==> src/rtl/avn_sram_ctrl_pkg.sv <==
// rtl/avn_sram_ctrl_pkg.sv - shared Avalon request/response types and SRAM bus constants
package avn_sram_ctrl_pkg;

   localparam int SRAM_DATA_W = 16;
   localparam int AVN_ADDR_W  = 32;
   localparam int AVN_DATA_W  = 32;
   localparam int AVN_BE_W    = AVN_DATA_W / 8;

   typedef struct packed {
      logic [AVN_ADDR_W-1:0] address;
      logic                  read;
      logic                  write;
      logic [AVN_DATA_W-1:0] writedata;
      logic [AVN_BE_W-1:0]   byte_enable;
   } avalon_req_t;

   typedef struct packed {
      logic                  waitrequest;
      logic [AVN_DATA_W-1:0] readdata;
   } avalon_resp_t;

endpackage

==> src/rtl/avn_sram_ctrl.sv <==
// rtl/avn_sram_ctrl.sv - Avalon responder for a 16-bit async SRAM, 32-bit word as LO then HI half; optional SRAM_HALF_SKIP_EN
module avn_sram_ctrl
   import avn_sram_ctrl_pkg::*;
#(
   parameter int SRAM_ADDR_W = 18,
   parameter int WAIT_CYCLES = 1
) (
   input  logic                   clk,
   input  logic                   rst_n,
   input  avalon_req_t            core_avn_req,
   output avalon_resp_t           core_avn_resp,
   output logic [SRAM_ADDR_W-1:0] sram_addr,
   output logic [SRAM_DATA_W-1:0] sram_dq_o,
   input  logic [SRAM_DATA_W-1:0] sram_dq_i,
   output logic                   sram_dq_oe,
   output logic                   sram_ce_n,
   output logic                   sram_oe_n,
   output logic                   sram_we_n,
   output logic                   sram_ub_n,
   output logic                   sram_lb_n
);

   typedef enum logic [1:0] {
      ST_IDLE = 2'd0,
      ST_LO   = 2'd1,
      ST_HI   = 2'd2
   } state_e;

   localparam logic [3:0] CNT_LAST = 4'(WAIT_CYCLES);

   state_e                 state_q, state_d;
   logic [3:0]             cnt_q, cnt_d;
   logic                   is_wr_q, is_wr_d;
   logic [SRAM_ADDR_W-2:0] waddr_q, waddr_d;
   logic [AVN_DATA_W-1:0]  wdata_q, wdata_d;
   logic [AVN_BE_W-1:0]    be_q, be_d;
   logic [SRAM_DATA_W-1:0] lo_q, lo_d;
   logic [AVN_DATA_W-1:0]  rdata_q, rdata_d;

   logic req_any;
   logic cnt_last;
   logic wait_req;
   logic active;
   logic in_hi;
   logic unused_addr_bits;

   assign req_any  = core_avn_req.read | core_avn_req.write;
   assign cnt_last = (cnt_q == CNT_LAST);

   // Only the word address inside the SRAM window matters; the rest is ignored.
   assign unused_addr_bits = ^{core_avn_req.address[AVN_ADDR_W-1:SRAM_ADDR_W+1],
                               core_avn_req.address[1:0]};

   // Next-state: sequence LO/HI halves, capture read halves, decide the accept cycle.
   always_comb begin
      state_d  = state_q;
      cnt_d    = cnt_q + 4'd1;
      is_wr_d  = is_wr_q;
      waddr_d  = waddr_q;
      wdata_d  = wdata_q;
      be_d     = be_q;
      lo_d     = lo_q;
      rdata_d  = rdata_q;
      wait_req = req_any;
      case (state_q)
         ST_IDLE: begin
            cnt_d = '0;
            if (req_any) begin
               // Read wins when both are asserted; the request is latched so strobes
               // never depend combinationally on the initiator.
               is_wr_d = core_avn_req.write & ~core_avn_req.read;
               waddr_d = core_avn_req.address[SRAM_ADDR_W:2];
               wdata_d = core_avn_req.writedata;
               be_d    = core_avn_req.byte_enable;
               state_d = ST_LO;
`ifdef SRAM_HALF_SKIP_EN
               if (core_avn_req.write && !core_avn_req.read) begin
                  if (core_avn_req.byte_enable == '0) begin
                     state_d  = ST_IDLE;
                     wait_req = 1'b0;
                  end else if (core_avn_req.byte_enable[1:0] == 2'b00) begin
                     state_d = ST_HI;
                  end
               end
`endif
            end
         end
         ST_LO: begin
            if (cnt_last) begin
               cnt_d   = '0;
               lo_d    = sram_dq_i;
               state_d = ST_HI;
`ifdef SRAM_HALF_SKIP_EN
               if (is_wr_q && be_q[3:2] == 2'b00) begin
                  state_d  = ST_IDLE;
                  wait_req = 1'b0;
               end
`endif
            end
         end
         ST_HI: begin
            if (cnt_last) begin
               cnt_d    = '0;
               state_d  = ST_IDLE;
               wait_req = 1'b0;
               if (!is_wr_q) begin
                  rdata_d = {sram_dq_i, lo_q};
               end
            end
         end
         default: begin
            state_d = ST_IDLE;
            cnt_d   = '0;
         end
      endcase
   end

   // State and datapath registers; reset abandons any access in flight.
   always_ff @(posedge clk or negedge rst_n) begin
      if (!rst_n) begin
         state_q <= ST_IDLE;
         cnt_q   <= '0;
         is_wr_q <= 1'b0;
         waddr_q <= '0;
         wdata_q <= '0;
         be_q    <= '0;
         lo_q    <= '0;
         rdata_q <= '0;
      end else begin
         state_q <= state_d;
         cnt_q   <= cnt_d;
         is_wr_q <= is_wr_d;
         waddr_q <= waddr_d;
         wdata_q <= wdata_d;
         be_q    <= be_d;
         lo_q    <= lo_d;
         rdata_q <= rdata_d;
      end
   end

   // SRAM strobes decoded from registered state only.
   always_comb begin
      active     = (state_q != ST_IDLE);
      in_hi      = (state_q == ST_HI);
      sram_ce_n  = ~active;
      sram_oe_n  = ~(active & ~is_wr_q);
      sram_we_n  = ~(active & is_wr_q);
      sram_dq_oe = active & is_wr_q;
      sram_addr  = {waddr_q, in_hi};
      sram_dq_o  = in_hi ? wdata_q[AVN_DATA_W-1:SRAM_DATA_W] : wdata_q[SRAM_DATA_W-1:0];
      sram_lb_n  = 1'b1;
      sram_ub_n  = 1'b1;
      if (active) begin
         if (is_wr_q) begin
            sram_lb_n = in_hi ? ~be_q[2] : ~be_q[0];
            sram_ub_n = in_hi ? ~be_q[3] : ~be_q[1];
         end else begin
            sram_lb_n = 1'b0;
            sram_ub_n = 1'b0;
         end
      end
   end

   assign core_avn_resp.waitrequest = wait_req;
   assign core_avn_resp.readdata    = rdata_q;

endmodule

==> config.mk <==
export PLATFORM = sky130hd
export DESIGN_NAME = avn_sram_ctrl
export DESIGN_NICKNAME = d
export VERILOG_FILES = /design/src/rtl/avn_sram_ctrl_pkg.sv /design/src/rtl/avn_sram_ctrl.sv
export SDC_FILE = /design/constraint.sdc
export NUM_CORES = 1
export LEC_CHECK = 0
export ABC_CLOCK_PERIOD_IN_PS = 3250
export BUFFER_PORTS_ARGS = -buffer_cell sky130_fd_sc_hd__buf_2
export CORE_MARGIN = 1
export CORE_UTILIZATION = 35
export DETAILED_ROUTE_END_ITERATION = 10
export GPL_ROUTABILITY_DRIVEN = 0
export HOLD_SLACK_MARGIN = 0.15
export SYNTH_ARGS = -nofsm -noshare
export SYNTH_HDL_FRONTEND = slang
export SYNTH_SLANG_ARGS = --single-unit
==> constraint.sdc <==
create_clock -name clk -period 3.25 [get_ports clk]
set_input_delay 0.65 -clock clk [delete_from_list [all_inputs] [get_ports clk]]
set_output_delay 0.65 -clock clk [all_outputs]
set_load 0.02 [all_outputs]
==> summary.txt <==
Logic synthesis
  • Average cell area after synthesis: between 15 and 20 sq um
  • Synth Flop Type: dfrtp_1
  • Syn nets: ~370
  • Seq/Total Area, Yosys: between 50% and 60%
  • Synth cell types: 30
  • Post-synth EDFFs: 0
  • Top cell type's share of synthesized area: 59.83%
  • Dominant cells by area after synthesis: dfrtp_1 (60%), mux2_2 (22%), mux2_4 (10%), buf_6 (1.0%), ha_1 (0.83%)
  • Ys Warns: 0
  • FF+latch count, synth: 108
  • Area leader, netlist: dfrtp_1
  • Synthesized area: 4517 sq um
  • Post-synthesis cell count: 276
  • Ys async rst share: 100.0%

Timing
  • Final Setup Violations: 0
  • Clock skew: a little over 8 ps
  • Fin crit share: approximately 77%
  • Max Fclk: roughly 0.4 GHz
  • Max Slew Vio Count: 0
  • TNS Setup: 0 ps
  • Fin crit period: 2507 ps
  • Final hold violations: 0
  • Max-slew headroom: roughly two fifths
  • Final worst slack: 743.4 ps
  • RSZ-0062 raised after global routing: no
  • Slew of the pin with the lowest slew margin: 913.6 ps

Layout
  • Share of cells above drive strength 1: 67.37%
  • Non-filler instance count after layout: approximately 600
  • Finished Core Util: between 40 and 50%
  • Final instance area: 5725 sq um
  • N_diodes: 0
  • Area growth syn-to-layout: 26.76%
  • NumNets Final: ~510

Placed design
  • DP HPWL: 5993 microns
  • Port-buffer cells: 145
  • DP Cell Count: 582
  • Placed inst area: 5423 sq um
  • Pre-CTS WS: 928.8 ps

Critical path
  • Startpoint type of the worst setup path: flop
  • CP Capture Type: output port
  • Levels on crit path: 5
  • WP buf/inv: 3
  • Reg2reg end: rdata_q[25]
  • RR Startpoint: cnt_q[1]
  • End point of the critical path: sram_dq_o[13]
  • Slowest-stage cell, CP: dfrtp_1
  • Worst-path fanout max: 22
  • R2R Setup Slk: approximately 960 ps
  • CP required: 2600 ps
  • CP Launch Point: state_q[0]
  • CP Class: flop to output port
  • Crit-path max cell delay: 380 ps
  • Worst-path cell chain: inv_1 -> ha_1 -> buf_4 -> mux2_2 -> buf_2
  • Cell family with most CP delay: buffers and inverters
  • Worst R2R Path Depth: 3
  • Crit path arrival time: 1860 ps

Clock network
  • Root Buffer: clkbuf_16
  • Clk Latency, worst-skew pair: approximately 350 ps
  • Post-CTS Setup Bufs: 0
  • TritonCTS Sinks: 108
  • H-tree depth: 3
  • Maximum root-to-sink buffer count: 2
  • Cts repair resizes: 0
  • # hold bufs at CTS: 0
  • CTS tree: yes
  • Number of buffers created by CTS: 9
  • Clock-pin slew on the worst setup and hold paths: about 70 ps

Global route
  • Global-route wire length before repair: about 14000 microns
  • Initial antenna violation count: 0
  • Vias in the first global route: 2785
  • Congestion Overflow GR: 0
  • Largest net degree at the start of global routing: 72
  • Gr usage total: 13.90%

Detailed routing
  • Post-route ant nets: 0
  • Vias per std cell: between 4 and 5
  • Detailed Route WL: 8724 microns
  • WL per Instance: roughly 15 microns
  • DRC Markers: 0
  • 1st-iter DRT viols: 84
  • Vias after detailed routing: 2721
  • TritonRoute pass-1 iters: 4

Floorplan
  • Row count: 41
  • Die Wd: 115.6 microns
  • Core area: 12620 sq um
  • Initial Util: 35.79%
  • I/O pin count: 161
  • Die area: 13360 sq um
  • Die Y: 115.6 microns

Power
  • Power density cells: between 1000 and 1500 nW/um^2
  • Leakage power: 2.826 nW
  • Worst IR drop on VDD: 0.0004351 V

Flow run
  • Max_cap viols: 0

Worst hold path
  • Worst hold path type: input pin to async pin

Status
  • Status: finished clean
## where the power goes
group          internal, mW  total [mW]  leakage [nW]  switching, mW
combinational          1.32        2.67          1.39           1.35
clock                 0.617        1.10         0.144          0.484
sequential             2.01        2.33          1.29          0.325
total                  3.95        6.10          2.83           2.15
## stage by stage
step / hold WS, ps / total power, mW
2_1_floorplan: 354.4 / 4.246
3_3_place_gp: 481.4 / 4.981
3_5_place_dp: 487.1 / 5.062
4_1_cts: 468.6 / 6.195
5_1_grt: 497.5 / 6.500
6_report: 431.2 / 6.101
## registers in the layout, indices dropped and copies added (netlist names)
name	count
wdata_q	32
is_wr_q	1
state_q	2
lo_q	16
cnt_q	4
waddr_q	17
rdata_q	32
be_q	4
## cell type report
| type | instances | area [sq um] |
|---|---|---|
| fill | 1197 | 6894 |
| clock buffer | 10 | 239.0 |
| inverter | 3 | 11.26 |
| timing repair buffer | 148 | 775.7 |
| clock inverter | 6 | 63.81 |
| sequential | 108 | 2703 |
| multi-input combinational | 151 | 1718 |
| tap | 172 | 215.2 |
## synthesized netlist by cell type, types with 3 or more instances
cell     count
and2_1       3
mux2_4      30
dfrtp_1    108
nor2_1       3
a21oi_1      3
buf_6        4
mux2_2      87
ha_1         3
mux2i_1      3
buf_2        5
inv_1        3
## layout by cell type, fill, tap and decap left out
| cell type | n |
|---|---|
| buf_2 | 144 |
| dfrtp_1 | 108 |
| mux2_2 | 87 |
| mux2_4 | 30 |
| clkbuf_16 | 9 |
| inv_1 | 3 |
| mux2i_1 | 3 |
| and2_1 | 3 |
| nor2_1 | 3 |
| a21oi_1 | 3 |
| ha_1 | 3 |
| o21ai_0 | 2 |
| xnor2_1 | 2 |
| a21o_1 | 2 |
| clkinvlp_4 | 2 |
| clkinv_2 | 2 |
| buf_4 | 2 |
| buf_12 | 2 |
| nand2_1 | 1 |
| or2_2 | 1 |
| nand2b_1 | 1 |
| nor2b_1 | 1 |
| nand3_1 | 1 |
| nor4b_4 | 1 |
| o21ai_4 | 1 |
| nand2_4 | 1 |
| nand3b_4 | 1 |
| o22ai_1 | 1 |
| a2bb2oi_1 | 1 |
| or3b_2 | 1 |
| a32o_1 | 1 |
| clkbuf_8 | 1 |
| clkinv_4 | 1 |
| bufinv_16 | 1 |
## worst min-delay path by stage
stage	from	to	depth (start not counted)
6_report	rst_n	rdata_q[18]	1
5_1_grt	rst_n	lo_q[2]	1
4_1_cts	rst_n	rdata_q[18]	1
3_5_place_dp	lo_q[12]	rdata_q[12]	1
3_3_place_gp	lo_q[12]	rdata_q[12]	1
2_1_floorplan	rst_n	be_q[0]	0
## cell families after synthesis
group / Yosys count / synth area share (%)
xor gates and xnor gates: 2 / 0.3879
buffers and inverters: 17 / 2.382
DFF: 108 / 59.83
adders and majority gates: 3 / 0.8311
AOI/OAI and AO/OA: 11 / 1.551
and+or+nand+nor: 15 / 2.687
muxes: 120 / 32.33
## metal layers
metal | vias up | GRT usage [%] | share of wire, %
met2 | 112 | 19.40 | 41
met1 | 1331 | 17.97 | 46
li1 | 1267 | - | -
met4 | 0 | 7.273 | 2.0
met5 | - | 0 | 0
met3 | 11 | 6.328 | 11
Note: power is estimated with default switching activity, not from simulation.
